--- config.mk ---
export PLATFORM = sky130hd
export DESIGN_NAME = ah_snoop_fifo_credit
export DESIGN_NICKNAME = d
export VERILOG_FILES = /design/src/rtl/ah_snoop_fifo_credit.sv
export SDC_FILE = /design/constraint.sdc
export NUM_CORES = 1
export LEC_CHECK = 0
export BUFFER_PORTS_ARGS = -buffer_cell sky130_fd_sc_hd__clkbuf_2
export CORE_MARGIN = 2
export CORE_UTILIZATION = 45
export CTS_CLUSTER_SIZE = 28
export DETAILED_ROUTE_END_ITERATION = 8
export PLACE_DENSITY = 0.57
export SYNTH_ARGS = -nofsm -noshare
export SYNTH_HDL_FRONTEND = slang
export SYNTH_SLANG_ARGS = --single-unit
--- constraint.sdc ---
create_clock -name clk -period 8.9 [get_ports clk]
set_clock_uncertainty 0.05 [all_clocks]
set_input_delay 0 -clock clk [delete_from_list [all_inputs] [get_ports clk]]
set_output_delay 0 -clock clk [all_outputs]
set_load 0.05 [all_outputs]
--- src/rtl/ah_snoop_fifo_credit.sv ---
// Credit-flow FIFO with a content-addressable snoop port (match flag + hit count).
// Optional AH_SNOOP_FIFO_MASK_EN adds a snoop_mask input for don't-care bits in the compare.
module ah_snoop_fifo_credit #(
    parameter int DATA_W     = 8,
    parameter int DEPTH      = 16,
    parameter int RD_CREDITS = 4
) (
    input  logic                       clk,
    input  logic                       rstn,
    input  logic [DATA_W-1:0]          wr_data,
    input  logic                       wr_valid,
    output logic                       wr_credit,
    output logic [DATA_W-1:0]          rd_data,
    output logic                       rd_valid,
    input  logic                       rd_credit,
    input  logic [DATA_W-1:0]          snoop_data,
`ifdef AH_SNOOP_FIFO_MASK_EN
    input  logic [DATA_W-1:0]          snoop_mask,
`endif
    input  logic                       snoop_valid,
    output logic                       snoop_match,
    output logic [$clog2(DEPTH):0]     snoop_hit_cnt,
    output logic                       snoop_done,
    output logic [$clog2(DEPTH):0]     occupancy,
    output logic                       err_overflow,
    output logic                       err_credit
);

    localparam int AW = $clog2(DEPTH);
    localparam int PW = AW + 1;
    localparam int CW = $clog2(RD_CREDITS) + 1;

    logic [DATA_W-1:0] mem_reg [DEPTH];
    logic [PW-1:0]     wr_ptr_reg;
    logic [PW-1:0]     rd_ptr_reg;
    logic [CW-1:0]     credit_reg;
    logic [DATA_W-1:0] rd_data_reg;
    logic              rd_valid_reg;
    logic              snoop_done_reg;
    logic              snoop_match_reg;
    logic [PW-1:0]     snoop_cnt_reg;
    logic              err_overflow_reg;
    logic              err_credit_reg;

    logic              full;
    logic              empty;
    logic              push;
    logic              pop;
    logic              credit_at_max;
    logic [PW-1:0]     occ;
    logic [DEPTH-1:0]  entry_hit;
    logic [PW-1:0]     hit_cnt_next;

    assign full          = (wr_ptr_reg[AW] != rd_ptr_reg[AW]) &&
                           (wr_ptr_reg[AW-1:0] == rd_ptr_reg[AW-1:0]);
    assign empty         = (wr_ptr_reg == rd_ptr_reg);
    assign push          = wr_valid && !full;
    assign pop           = !empty && (credit_reg != '0);
    assign credit_at_max = (credit_reg == CW'(RD_CREDITS));
    assign occ           = wr_ptr_reg - rd_ptr_reg;

    // Each slot decides for itself whether it is occupied (its distance from
    // rd_ptr is below the occupancy) and whether it matches the key.
    generate
        for (genvar gi = 0; gi < DEPTH; gi++) begin : g_entry
            logic [AW-1:0] offset;
            logic          occupied;
            logic          key_eq;

            assign offset   = AW'(gi) - rd_ptr_reg[AW-1:0];
            assign occupied = ({1'b0, offset} < occ);
`ifdef AH_SNOOP_FIFO_MASK_EN
            assign key_eq   = (((mem_reg[gi] ^ snoop_data) & snoop_mask) == '0);
`else
            assign key_eq   = (mem_reg[gi] == snoop_data);
`endif
            assign entry_hit[gi] = occupied && key_eq;

            always_ff @(posedge clk or negedge rstn) begin
                if (!rstn) begin
                    mem_reg[gi] <= '0;
                end else if (push && (wr_ptr_reg[AW-1:0] == AW'(gi))) begin
                    mem_reg[gi] <= wr_data;
                end
            end
        end
    endgenerate

    always_comb begin
        hit_cnt_next = '0;
        for (int i = 0; i < DEPTH; i++) begin
            hit_cnt_next = hit_cnt_next + PW'(entry_hit[i]);
        end
    end

    always_ff @(posedge clk or negedge rstn) begin
        if (!rstn) begin
            wr_ptr_reg       <= '0;
            rd_ptr_reg       <= '0;
            credit_reg       <= CW'(RD_CREDITS);
            rd_data_reg      <= '0;
            rd_valid_reg     <= 1'b0;
            snoop_done_reg   <= 1'b0;
            snoop_match_reg  <= 1'b0;
            snoop_cnt_reg    <= '0;
            err_overflow_reg <= 1'b0;
            err_credit_reg   <= 1'b0;
        end else begin
            rd_valid_reg <= pop;
            if (push) begin
                wr_ptr_reg <= wr_ptr_reg + 1'b1;
            end else if (wr_valid) begin
                err_overflow_reg <= 1'b1;
            end
            if (pop) begin
                rd_data_reg <= mem_reg[rd_ptr_reg[AW-1:0]];
                rd_ptr_reg  <= rd_ptr_reg + 1'b1;
            end

            // A simultaneous return and pop cancel out; a return at the
            // ceiling saturates and is flagged.
            if (rd_credit && credit_at_max) begin
                err_credit_reg <= 1'b1;
            end
            if (rd_credit && !pop && !credit_at_max) begin
                credit_reg <= credit_reg + 1'b1;
            end else if (pop && !rd_credit) begin
                credit_reg <= credit_reg - 1'b1;
            end

            snoop_done_reg  <= snoop_valid;
            snoop_match_reg <= snoop_valid && (hit_cnt_next != '0);
            snoop_cnt_reg   <= snoop_valid ? hit_cnt_next : '0;
        end
    end

    assign rd_data       = rd_data_reg;
    assign rd_valid      = rd_valid_reg;
    assign wr_credit     = rd_valid_reg;
    assign snoop_done    = snoop_done_reg;
    assign snoop_match   = snoop_match_reg;
    assign snoop_hit_cnt = snoop_cnt_reg;
    assign occupancy     = occ;
    assign err_overflow  = err_overflow_reg;
    assign err_credit    = err_credit_reg;

endmodule

After elaboration in Yosys (flattened, before gate mapping)

Cells that the tools add are included.

Output and inout port bits: 24
Register bits: 159
Word-level logic and storage cells: 172

$add $sub $neg: 36
Bitwise logic cells: 2
Reduce and logical (&&, ||, !) cells: 50
Equality and inequality tests: 35
Muxes and demuxes: 6
$lt $le $gt $ge: 17

Operators with widths:

| operator                                                  | number |
|---|---|
| equality test 8 bit                                       | 16 |
| < comparator 4 x 5 -> 1 bit                               | 16 |
| adder 5 x 1 -> 5 bit                                      | 11 |
| logical AND 1 bit                                         | 40 |
| binary-select mux 8 bit (select 4 bit)                    | 1 |
| equality test 4 bit (second input constant)               | 8 |
| subtractor 4 bit (first input constant)                   | 8 |
| equality test 4 x 3 -> 1 bit (second input constant)      | 4 |
| two-way mux 8 bit                                         | 2 |
| subtractor 3 x 4 -> 4 bit (first input constant)          | 4 |
| adder 5 x 1 -> 5 bit (second input constant)              | 2 |
| equality test 4 x 2 -> 1 bit (second input constant)      | 2 |
| subtractor 1 x 4 -> 4 bit (first input constant)          | 2 |
| subtractor 2 x 4 -> 4 bit (first input constant)          | 2 |
| two-way mux 3 bit                                         | 2 |
| adder 4 x 1 -> 5 bit                                      | 1 |
| equality test 5 bit                                       | 1 |
| greater-or-equal comparator 5 bit (second input constant) | 1 |
| zero test 1 bit                                           | 5 |
| two-way mux 5 bit                                         | 1 |
| NOT 4 -> 5 bit                                            | 1 |
| nonzero test 5 bit                                        | 1 |
| subtractor 5 bit                                          | 1 |
| adder 3 x 1 -> 4 bit                                      | 1 |
| 13 further kinds                                          | 13 |

Logic depth before layout (Yosys ltp)

Gate-level depths: netlist of run 1.

Word-level depth: 20
Gate-level depth with buffers: 24

Worst setup path after synthesis of run 1

OpenSTA, ideal clock, no wires.

Path type: register to register
Start point: register rd_ptr_reg[2]
End point: register snoop_match_reg, in the netlist snoop_match
Clock period less this slack: 5.989 ns
Data required time: 8.731 ns
Cell stages (with the launch flop): 24
Setup slack: 2.911 ns
Data arrival time: 5.820 ns
Library setup time: 0.119 ns
Cell sequence: dfrtp_1 -> buf_2 -> inv_2 -> buf_2 -> ha_1 -> xor2_2 -> inv_2 -> maj3_1 -> nor3_1 -> or4_1 -> fa_1 -> inv_1 -> fa_1 -> inv_1 -> fa_1 -> fa_1 -> inv_1 -> ha_1 -> inv_1 -> fa_1 -> xnor2_1 -> o22ai_1 -> nand3b_1 -> o21a_1

Cells in the longest elaborated chain, start to end: 20

Ends and longest elaborated chain:

| element                            | line | source |
|---|---|---|
| start, declared                    | 35   | `logic [PW-1:0] rd_ptr_reg;` |
| start signal, assigned             | 117  | `rd_ptr_reg <= rd_ptr_reg + 1'b1;` |
| subtractor 5 bit (*)               | 60   | `assign occ = wr_ptr_reg - rd_ptr_reg;` |
| net occupancy[2]                   | 24   | `output logic [$clog2(DEPTH):0] occupancy,` |
| < comparator 4 x 5 -> 1 bit        | 71   | `assign occupied = ({1'b0, offset} < occ);` |
| logical AND 1 bit                  | 77   | `assign entry_hit[gi] = occupied && key_eq;` |
| adder 1 x 1 -> 2 bit               | 92   | `hit_cnt_next = hit_cnt_next + PW'(entry_hit[i]);` |
| adder 2 x 1 -> 3 bit               | 92   |  |
| adder 3 x 1 -> 4 bit               | 92   |  |
| adder 4 x 1 -> 5 bit               | 92   |  |
| adder 5 x 1 -> 5 bit (10 in a row) | 92   |  |
| adder 5 x 1 -> 5 bit (*)           | 92   |  |
| nonzero test 5 bit (*)             | 132  | `snoop_match_reg <= snoop_valid && (hit_cnt_next != '0);` |
| logical AND 1 bit (*)              | 132  |  |
| end signal, assigned               | 132  |  |
| end, declared                      | 40   | `logic snoop_match_reg;` |

Mark *: on every way through the listed nets, which the timed path passes. The rest lies on a longest branch.
A chain may end at the register's enable or synchronous reset.

Worst setup path after layout of run 1

Start point: register rd_ptr_reg[0]
End point: register snoop_match_reg, in the netlist snoop_match

Cells in the longest elaborated chain, start to end: 20

Ends and longest elaborated chain:

| element                                                              | line |
|---|---|
| subtractor 5 bit / subtractor 1 x 4 -> 4 bit (equally long branches) | 60, 70 |
| < comparator 4 x 5 -> 1 bit                                          | 71 |
| logical AND 1 bit                                                    | 77 |
| adder 1 x 1 -> 2 bit                                                 | 92 |
| adder 2 x 1 -> 3 bit                                                 | 92 |
| adder 3 x 1 -> 4 bit                                                 | 92 |
| adder 4 x 1 -> 5 bit                                                 | 92 |
| adder 5 x 1 -> 5 bit (10 in a row)                                   | 92 |
| adder 5 x 1 -> 5 bit (*)                                             | 92 |
| nonzero test 5 bit (*)                                               | 132 |
| logical AND 1 bit (*)                                                | 132 |

Every way passes the cells marked *; elsewhere a longest branch is shown, timed or not.

==> flow_summary.toml, run 1 <==
[logic_synthesis]
yosysWarnings = 0
ys_types = 60
synth-edff-count = 0
syn_area_per_cell_sq_um = 12.4
synth_seq_cells = 159
ys.flop_type = "dfrtp_1"
syn_nets = 865
ys_async_sr_fraction = 1.00
yosysSeqAreaShare = 0.400
synth_area_sq_mm = 0.00995
syn_inst = 802

[clocking]
htree_num_levels = 4
clock_path_buffers = 2
cts_tree = "done"
cts_root_buffer = "clkbuf_16"
cts_setup_buffers = 0
cts_sinks = 159
path_clk_slew_ps = 70
cts_resized = 0
insertion_delay_ps = 430
cts_made_buffers = 17

[sta]
fmax_mhz = 148
hold_viol = 0
worstMarginPinSlew_ps = 973
hold-worst-slack_ps = 44.5
finalSetupViolCount = 0
drv_slew = 0
tns_ps = 0
fin_crit_sh = 0.757
rsz0062_at_grt = "no"
slew_headroom = 0.351
layout_min_cycle_time_ps = 6740
setup_slack_ps = 2160

[die]
num_io_pins = 45
die_h_um = 153
core_sq_mm = 0.0218
initial_utilization = 0.457
rows = 54
die_area_sq_mm = 0.0233
die_w_um = 153

[routing]
drt_pass1_iterations = 5
wl_met2_um = 13100
drcViolationCount = 0
via_per_inst = 5.82
avgRoutedWirePerCell_um = 24.5
wl_met1_um = 12600
dr_wl_met3_um = 1490
drt_iter0_markers = 321
vias = 6514
ant_nets = 0
routed_wl_um = 27500
routed.top_layer = "met4"

[critical_path]
cp-end-kind = "flop"
path_max_fanout = 38
crit_arrival_ps = 7010
crit_type = "flop to flop"
startpoint_type = "flop"
worstPathRequired_ps = 9180

[min_path]
hold_path.class = "input port to flop"

[outcome]
status = "finished clean"

[finish]
final_cell_mix = "156 x dfrtp_1, 111 x mux2_2, 78 x xor2_1"
layout_commonest_cell = "dfrtp_1"
utilization = 0.505
largest_register_ffs = 128
diodes = 0
drive_above_1_share = 0.320
multi_input_area_sq_mm = 0.00562
fin_cells = 1120
fill_cells = 1911
final_cell_area_sq_mm = 0.0110
final_net_count = 890
seq_area_sq_mm = 0.00398
area_delta_synth_final_pct = 10.4

[global_routing]
overflow = 0
grt_pass1_vias = 6943
grt_max_degree = 102
grt_pass1_wl_um = 43500
antenna_found_initial = 0
track_usage = 0.246

[pwr]
p_leak_nw = 4.78
finalPower_mw = 4.95
vdd.ir_drop.worst_v = 0.000244
pwr_density_cell_mw_per_mm2 = 450

[job]
maxCapViolations = 0

[place]
place.gp.congestion = 0.895
io_buffers = 44
placed_cells = 1084
dpl_cell_area_sq_mm = 0.0103
hpwl_um = 19600
place_ws_ps = 2160
worst max-delay path: stages (launching register included):
cell and delay [ps]:
dfrtp_2 340, buf_4 510, ha_1 350, fa_1 260, nand2b_1 120, a21oi_1 70
xnor2_1 690, inv_1 400, o311ai_0 580, fa_1 490, inv_1 90, fa_1 410
inv_1 70, fa_1 440, fa_1 490, inv_1 70, ha_1 150, inv_1 50
fa_1 410, xnor2_1 160, o22ai_1 140, nand3b_1 90, o21a_1 160
layout make-up:
class	count	area share
Timing Repair Buffer	51	0.0263
Multi-Input combinational cell	565	0.511
Clock inverter	13	0.0161
Clock buffer	19	0.0403
Inverter	33	0.0115
Tap cell	280	0.0319
Sequential cell	159	0.363
per-layer routing:
metal  track usage  vias to the layer above
met5             0                        -
met4        0.0511                        0
met3        0.0555                       19
met2         0.394                      160
met1         0.347                     3428
li1              -                     2907
final timing paths:
| path | start | slack [ps] | end | depth (start not counted) |
|---|---|---|---|---|
| max | rd_ptr_reg[0] | 2160 | snoop_match | 22 |
| min | wr_data[2] | 40 | mem_reg[34] | 2 |
| max reg2reg | rd_ptr_reg[0] | 2160 | snoop_match | 22 |
| min reg2reg | err_overflow | 410 | err_overflow | 1 |
| max in group asynchronous | rstn | 7200 | mem_reg[91] | 3 |
| min in group asynchronous | rstn | 200 | credit_reg[0] | 2 |
cell families after synthesis:
| logic type | Yosys count | share of synthesized area |
|---|---|---|
| AO/OA/AOI/OAI | 57 | 0.0420 |
| flip-flops | 159 | 0.400 |
| XOR/XNOR | 155 | 0.138 |
| adder cells (fa/ha/maj) | 52 | 0.0719 |
| multiplexers | 177 | 0.241 |
| buffers and inverters | 78 | 0.0353 |
| AND/OR/NAND/NOR | 124 | 0.0721 |
synth_stat cells, types with 16 or more instances:
library cell	count	area (sq um)
inv_1	28	105
mux2_4	16	240
xor2_1	78	683
nor2_1	23	86.3
clkbuf_1	17	63.8
xnor2_1	75	657
ha_1	30	375
mux2_2	111	1250
nand2_1	22	82.6
dfrtp_1	158	3950
buf_2	24	120
mux4_2	32	721
nor4_1	19	119
mux2i_1	16	160
repair_timing:
action | in CTS | in global routing
hold buffers | 4 | 0
hold endpoints to repair | 112 | 0
endpoints found under the setup margin | 0 | 0
power by group:
part	switching [mW]	internal, mW	total [mW]
combinational	1.56	1.17	2.73
clock	0.327	0.456	0.782
sequential	0.367	1.07	1.44
Note: power is estimated with default switching activity, not from simulation.
==> inputs of run 2 (changes only) <==
Settings changed: ABC_AREA set to 1.
Clock period 8.9 ns to 6.7 ns, I/O delays scaled along.
==> run 2 against run 1 <==
Worst setup slack worse by 1400 ps. Sequential power up 31%. Final cell count up 60%. Count of clock-buffer cells in the layout up 1. Combinational power up 41%. Sequential cell count unchanged. Critical endpoint unchanged. Register-to-register slack worse by 1400 ps. Via count up 41%. Maximum frequency up 13%. Power up 36%.
==> flow_summary.toml, run 2 <==
[logic_synthesis]
synth_area_sq_mm = 0.0109
synth_xor_area_frac = 0.0977
ys.flop_type = "dfrtp_1"
netlist_top_cells_count = "477 x nand2_1, 166 x inv_1, 158 x dfrtp_1"
ys_async_sr_fraction = 1.00
syn_inst = 1457
syn_nets = 1520
synth-edff-count = 0
ys_types = 33
synth-adder-area-share = 0.0563
synthTopCellsByArea = "dfrtp_1 36%, nand2_1 16%, xnor2_1 7.1%, nand3_1 5.7%, inv_1 5.7%"
yosys.area_share.simple = 0.289
synth_seq_cells = 159
synth_compound_area_frac = 0.0876
synth.area.mux_share = 0
yosys.area.top_type = "dfrtp_1"
syn_area_per_cell_sq_um = 7.50
synth.most_common_cell = "nand2_1"
synth_top_family_by_area = "simple AND/OR/NAND/NOR gates"
yosysSeqAreaShare = 0.364
synth_top_area_share = 0.362
yosysWarnings = 0

[place]
dpl_cell_area_sq_mm = 0.0111
io_buffers = 44
place.gp.congestion = 0.851
hpwl_um = 21000

[finish]
final_cell_area_sq_mm = 0.0118
drive_above_1_share = 0.102
multi_input_area_sq_mm = 0.00580
final_cell_mix = "477 x nand2_1, 165 x inv_1, 157 x dfrtp_1"
diodes = 0
final_net_count = 1519
utilization = 0.488
fill_cells = 2503
largest_register_ffs = 128
seq_area_sq_mm = 0.00398
area_delta_synth_final_pct = 7.58
layout_commonest_cell = "nand2_1"

[critical_path]
path_max_fanout = 30
worstPathRequired_ps = 6980
worstSetupEndpoint = "snoop_match"
cp-end-kind = "flop"
crit_start = "rd_ptr_reg[0]"
r2r_end = "snoop_match"
slowest_stage = "dfrtp_2"
crit_chain = "ha_1, fa_1, ha_1, a21o_1, o21ai_0, nand2_1, nand2_1, nand2_1, nand2_1, nand2_1, fa_1, inv_1, fa_1, inv_1, fa_1, fa_1, inv_1, ha_1, inv_1, fa_1, xor2_1, nand4_1, nand2_1, nand2_1"
cp.depth = 24
crit_type = "flop to flop"
worst-path-buf-inv = 4
crit_arrival_ps = 6220
crit_top_cell = "nand2_1"
r2r_cells = 24
critical-path-top-delay-family = "adder cells"
startpoint_type = "flop"
rr_startpoint = "rd_ptr_reg[0]"
r2r_slack_ps = 760
cpPeakStageDelay_ps = 710

[clocking]
htree_num_levels = 4
cts_root_buffer = "clkbuf_16"
cts_made_buffers = 17
clock_path_buffers = 2
cts_tree = "done"
insertion_delay_ps = 440
cts_setup_buffers = 0
path_clk_slew_ps = 70
cts_sinks = 159

[sta]
worstMarginPinSlew_ps = 1010
fmax_mhz = 168
drv_slew = 0
hold_viol = 0
finalSetupViolCount = 0
rsz0062_at_grt = "no"
fin_crit_sh = 0.886
tns_ps = 0
slew_headroom = 0.327
layout_min_cycle_time_ps = 5940

[pwr]
p_leak_nw = 5.77
pwr_density_cell_mw_per_mm2 = 573
vdd.ir_drop.worst_v = 0.000439

[routing]
drt_pass1_iterations = 5
vias = 9206
via_per_inst = 5.13
drt_iter0_markers = 888
ant_nets = 0
drcViolationCount = 0
routed_wl_um = 31400
avgRoutedWirePerCell_um = 17.5

[global_routing]
track_usage = 0.256
grt_pass1_wl_um = 50100
grt_pass1_vias = 8779
overflow = 0
grt_max_degree = 84
antenna_found_initial = 0

[die]
die_w_um = 160
rows = 57
die_area_sq_mm = 0.0256
core_sq_mm = 0.0241
die_h_um = 160
num_io_pins = 45
initial_utilization = 0.453

[min_path]
hold_path.class = "input port to async pin"

[job]
maxCapViolations = 0

[outcome]
status = "finished clean"
## run 2: changes by cell type after synthesis, moves of 27 or more
cell and delta:
nand2_1 +455, o21ai_0 +67, o21ai_2 +27, mux2_2 -111, nand3_1 +118, o21ai_1 +37, nor2_1 +27, mux4_2 -32
inv_1 +138, xor2_1 -45
## run 2: final cells by class
type                    instances  area share
clock buffers                  20      0.0371
clock inverters                12      0.0137
inverters                     171      0.0550
multi-input cells            1051       0.493
flip-flops and latches        159       0.339
well taps                     324      0.0345
repair buffers                 56      0.0278
## run 2: kinds of logic (layout without fill, tap and decap cells)
| kind of cell | count (synthesis) | in the layout |
|---|---|---|
| AOI/OAI and AO/OA | 165 | 165 |
| xor gates and xnor gates | 122 | 122 |
| adders and majority gates | 42 | 42 |
| buffers and inverters | 247 | 259 |
| DFF | 159 | 159 |
| and+or+nand+nor | 722 | 722 |
## run 2: report_power, final
part	switching, mW	internal (mW)	leakage, nW
registers	0.470	1.41	2.01
clock network	0.427	0.591	0.282
logic	2.52	1.31	3.48
## run 2: worst min-delay path by stage
stage	from	end	slack [ps]	cells after the start
final	rstn	err_credit	120	2
after global routing	rstn	err_credit	200	2
after CTS	rstn	err_credit	180	2
after detailed placement	rstn	err_credit	70	1
after global placement	rstn	credit_reg[0]	80	1
after floorplan	rstn	credit_reg[0]	-350	0
## run 2: per-stage QoR
step	std cells	power, mW	worst slack [ps]	hold slack, ps
final	1793	6.73	764	123
after global routing	1793	7.39	286	196
after CTS	1793	6.74	766	183
after detailed placement	1757	5.69	782	71.9
after global placement	1757	5.65	849	79.7
after floorplan	1457	4.82	1100	-346
## run 2: what timing repair did
action | CTS | global route
resized for setup | 0 | 0
hold buffers | 4 | 0
hold endpoints to repair | 96 | 0
## run 2: layer usage
metal / up-vias / GRT usage / share of wire
met4: 0 / 0.0774 / 0.020
met2: 241 / 0.399 / 0.45
met5: - / 0 / 0
met1: 4366 / 0.359 / 0.47
met3: 41 / 0.0530 / 0.063
li1: 4558 / - / -
